## config.mk

```make
export PLATFORM = sky130hd
export DESIGN_NAME = pb_mode_ctrl
export DESIGN_NICKNAME = d
export VERILOG_FILES = /design/src/rtl/pb_mode_ctrl_pkg.sv /design/src/rtl/pb_mode_ctrl.sv
export SDC_FILE = /design/constraint.sdc
export NUM_CORES = 1
export LEC_CHECK = 0
export BUFFER_PORTS_ARGS = -buffer_cell sky130_fd_sc_hd__buf_4
export CAP_MARGIN = 30
export CORE_UTILIZATION = 53
export CTS_CLUSTER_DIAMETER = 30
export DETAILED_ROUTE_END_ITERATION = 7
export GPL_TIMING_DRIVEN = 0
export HOLD_SLACK_MARGIN = 0.08
export PLACE_DENSITY_LB_ADDON = 0.2
export SKIP_LAST_GASP = 1
export SLEW_MARGIN = 25
export SYNTH_ARGS = -nofsm -noshare
export SYNTH_HDL_FRONTEND = slang
export SYNTH_SLANG_ARGS = --single-unit
```

## constraint.sdc

```tcl
create_clock -name clk_d -period 1.7 [get_ports clk_d]
set_input_delay 0.17 -clock clk_d [delete_from_list [all_inputs] [get_ports clk_d]]
set_output_delay 0.17 -clock clk_d [all_outputs]
set_load 0.01 [all_outputs]
```

## src/rtl/pb_mode_ctrl_pkg.sv

```systemverilog
// Shared constants for the push-button mode controller: FSM encodings and
// default timing so the debounce and control stages agree on the clk_d rate.
package pb_mode_ctrl_pkg;

    localparam int unsigned StateW = 2;

    localparam logic [StateW-1:0] StIdle  = 2'd0;
    localparam logic [StateW-1:0] StPress = 2'd1;
    localparam logic [StateW-1:0] StHeld  = 2'd2;

    localparam int unsigned HoldCyclesDef = 100;
    localparam int unsigned CntWDef       = 8;

endpackage

```

## src/rtl/pb_mode_ctrl.sv

```systemverilog
// Push-button mode controller: classifies debounced presses as short or long,
// emits registered one-cycle pulses and maintains the stopwatch run state.
module pb_mode_ctrl
    import pb_mode_ctrl_pkg::*;
#(
    parameter int unsigned HOLD_CYCLES = HoldCyclesDef,
    parameter int unsigned CNT_W       = CntWDef
) (
    input  logic              clk_d,
    input  logic              rst,
    input  logic              pb_cs,
    output logic              press_pulse,
    output logic              short_pulse,
    output logic              long_pulse,
    output logic              run_en,
    output logic [StateW-1:0] state_dbg
);

    localparam logic [CNT_W-1:0] CntLast = CNT_W'(HOLD_CYCLES - 1);

    logic [StateW-1:0] state_q, state_d;
    logic [CNT_W-1:0]  cnt_q, cnt_d;
    logic              press_q, press_d;
    logic              short_q, short_d;
    logic              long_q, long_d;
    logic              run_q, run_d;

    // Next-state, hold counter and pulse decode; pulses default low every cycle.
    always_comb begin
        state_d = state_q;
        cnt_d   = cnt_q;
        press_d = 1'b0;
        short_d = 1'b0;
        long_d  = 1'b0;
        run_d   = run_q;
        case (state_q)
            StIdle: begin
                if (pb_cs) begin
                    state_d = StPress;
                    cnt_d   = '0;
                    press_d = 1'b1;
                end
            end
            StPress: begin
                // Release wins over reaching the long threshold on the same sample.
                if (!pb_cs) begin
                    state_d = StIdle;
                    short_d = 1'b1;
                    run_d   = ~run_q;
                end else if (cnt_q == CntLast) begin
                    state_d = StHeld;
                    long_d  = 1'b1;
                    run_d   = 1'b0;
                end else begin
                    cnt_d = cnt_q + CNT_W'(1);
                end
            end
            StHeld: begin
                if (!pb_cs) begin
                    state_d = StIdle;
                end
            end
            default: begin
                state_d = StIdle;
            end
        endcase
    end

    // State and output registers with asynchronous active-low reset.
    always_ff @(posedge clk_d or negedge rst) begin
        if (!rst) begin
            state_q <= StIdle;
            cnt_q   <= '0;
            press_q <= 1'b0;
            short_q <= 1'b0;
            long_q  <= 1'b0;
            run_q   <= 1'b0;
        end else begin
            state_q <= state_d;
            cnt_q   <= cnt_d;
            press_q <= press_d;
            short_q <= short_d;
            long_q  <= long_d;
            run_q   <= run_d;
        end
    end

    assign press_pulse = press_q;
    assign short_pulse = short_q;
    assign long_pulse  = long_q;
    assign run_en      = run_q;
    assign state_dbg   = state_q;

endmodule
```

==> results.txt <==
DR vias/cell: 6.38
Status: finished clean
CTS sink count: 14
CTS tree: yes
Worst EP required: 1.84 ns
Syn_nets: 72
Routed wire length: 1.55 mm
Synth async-reset ratio: 100%
Slew Limit Fails: 0
Cell Pwr Density: 874 mW/mm^2
Worst min-delay path class: input pin to flop
Final GP Congestion: 0.744
P&R area growth vs syn: 18.7%
Crit Path Max Fanout: 6
First-pass GRT wire length: 2.34 mm
Setup WS post-layout: 0.0954 ns
Core Box Area: 0.00117 sq mm
Setup TNS: 0 ns
Setup-failing EPs final: 0
Post-route cell area: 836 sq um
Clock-pin slew on the worst setup and hold paths: 0.09 ns
Most common cell after layout, fill and taps aside: dfrtp_1
DRT Pass-1 Iters: 6
Vias in the first global route: 519
Die area: 0.00148 sq mm
Worst setup path class: flop to flop
Startpoint type of the worst setup path: flop
Syn Inst Count: 68
Min Tclk post-route: 1.60 ns
Worst-skew pair later-pin latency: 0.28 ns
Leakage: 0.362 nW
DIE WIDTH: 38.5 microns
Slowest CP cell: dfrtp_1
#FFs+latches synth: 14
Clock buffer depth: 2
Syn Area/Cell: 10.4 sq um
Layout cells sized above 1: 21.0%
Most frequent cells in the layout: dfrtp_1, buf_4, nand2_1
CP peak stage delay: 0.44 ns
Fin crit share: 94.4%
Placement Rows: 12
Critical Path, Cell by Cell: ha_1 > and4b_1 > and2_1 > o21ai_0
DP Area: 782 sq um
Slew headroom: 70.9%
Slew at the pin closest to its max-slew limit: 0.434 ns
Initial DRC Count: 17
Worst Setup End Kind: flop
Post-synth EDFFs: 0
Via count: 606
Post-DR wirelength/cell: 16.3 microns
# fillers: 91
RSZ-0062 raised after global routing: false
Gr usage total: 24.4%
Initial antenna violation count: 0
Largest net degree at the start of global routing: 15
Die Y: 38.5 microns
Peak supply drop: 0.644 mV
Clock buffer count from CTS: 3
Maxcap violations: 0
GRT overflow: 0
Port Buffers: 8
Drc violations: 0
Main flop type after synthesis: dfrtp_1
DP HPWL: 1.07 mm
Crit path max-delay family: simple AND/OR/NAND/NOR gates
Antenna Nets Post-Route: 0
DP Worst Slack: 0.0314 ns
Diode count: 0
FF+latch area: 350 sq um
Multi-input logic area: 353 sq um
H-tree levels: 1
I/O Pins: 9
Fmax: 623 MHz
Yosys warnings: 0
Hold Fails Final Rpt: 0
Layout Skew: 0.00299 ns
Post-synthesis sequential area ratio: 49.7%
Worst Path Arrival: 1.75 ns
Cell Area, Synth: 704 sq um
Layout Nets: 86
CP Buf/Inv Count: 0
Initial core utilization: 60.1%
Clock root buffer master: clkbuf_4
Synth cell types: 30
## path summary, 6_finish.rpt
kind / startpoint / slack, ns / cells after the start / end
max: cnt_q[0] / 0.1 / 4 / run_en
min: pb_cs / 0.11 / 2 / short_pulse
max reg2reg: cnt_q[0] / 0.1 / 4 / run_en
min reg2reg: cnt_q[7] / 0.58 / 2 / cnt_q[7]
max in group asynchronous: rst / 1.27 / 2 / run_en
min in group asynchronous: rst / 0.26 / 2 / cnt_q[0]
## report_power, final
part	internal (mW)	total [mW]	leakage (nW)	switching, mW
clock network	0.130	0.243	0.0210	0.112
logic	0.0474	0.103	0.155	0.0559
registers	0.355	0.384	0.186	0.0295
## state kept, by name, indices dropped and copies added, names as in the netlist
| signal | flops |
|---|---|
| cnt_q | 8 |
| run_en | 1 |
| long_pulse | 1 |
| press_pulse | 1 |
| state_dbg | 2 |
| short_pulse | 1 |
## cell families after synthesis
group                    after synthesis  share of synthesized area [%]
AND/OR/NAND/NOR                       32                           27.5
AO/OA/AOI/OAI                         16                           15.1
flip-flops                            14                           49.7
multiplexers                           3                           4.62
buffers and inverters                  2                           1.24
adder cells (fa/ha/maj)                1                           1.78
## timing repair
| action | 4_1_cts | 5_1_grt |
|---|---|---|
| hold buffers | 1 | 0 |
| setup buffers | 0 | 0 |
| setup endpoints to repair | 0 | 2 |
| hold endpoints to repair | 14 | 0 |
| resized for setup | 0 | 2 |
## metal layers
layer | GRT usage (%) | up-vias | part of all wire (%)
met4 | 20.7 | 0 | 2.6
met5 | 0 | - | 0
li1 | - | 283 | -
met1 | 30.7 | 289 | 43
met3 | 4.07 | 4 | 5.9
met2 | 36.0 | 30 | 48
## layout make-up
| cell class | count | share of cell area, % |
|---|---|---|
| well taps | 14 | 2.10 |
| plain buffers | 2 | 1.05 |
| flip-flops and latches | 14 | 41.9 |
| multi-input cells | 52 | 42.2 |
| repair buffers | 9 | 8.38 |
| clock buffers | 4 | 4.34 |
## stage by stage
| step | utilization, % | power, mW | hold slack, ns | instances |
|---|---|---|---|---|
| floorplan | - | 0.441 | -0.126 | 68 |
| finish | 71.4 | 0.730 | 0.106 | 95 |
| CTS | 70.7 | 0.726 | 0.0997 | 95 |
| global route | 71.4 | 0.759 | 0.120 | 95 |
| detailed placement | 66.8 | 0.489 | 0.0246 | 90 |
| global placement | 66.8 | 0.480 | 0.0229 | 90 |
## synth_stat cells, drive strengths merged, types with 2 or more instances
cell type / instances / area share, %
o21ai: 3 / 2.1
nand3: 5 / 3.6
nor3b: 2 / 2.1
nand2: 6 / 3.2
a21oi: 4 / 2.8
mux2: 2 / 3.2
nor2: 2 / 1.1
nand2b: 4 / 4.6
a22o: 2 / 2.5
o31ai: 3 / 3.2
or4: 2 / 2.1
dfrtp: 14 / 50
nor2b: 2 / 1.8
nand4: 2 / 1.8
Power figures use the tool's default switching activity.
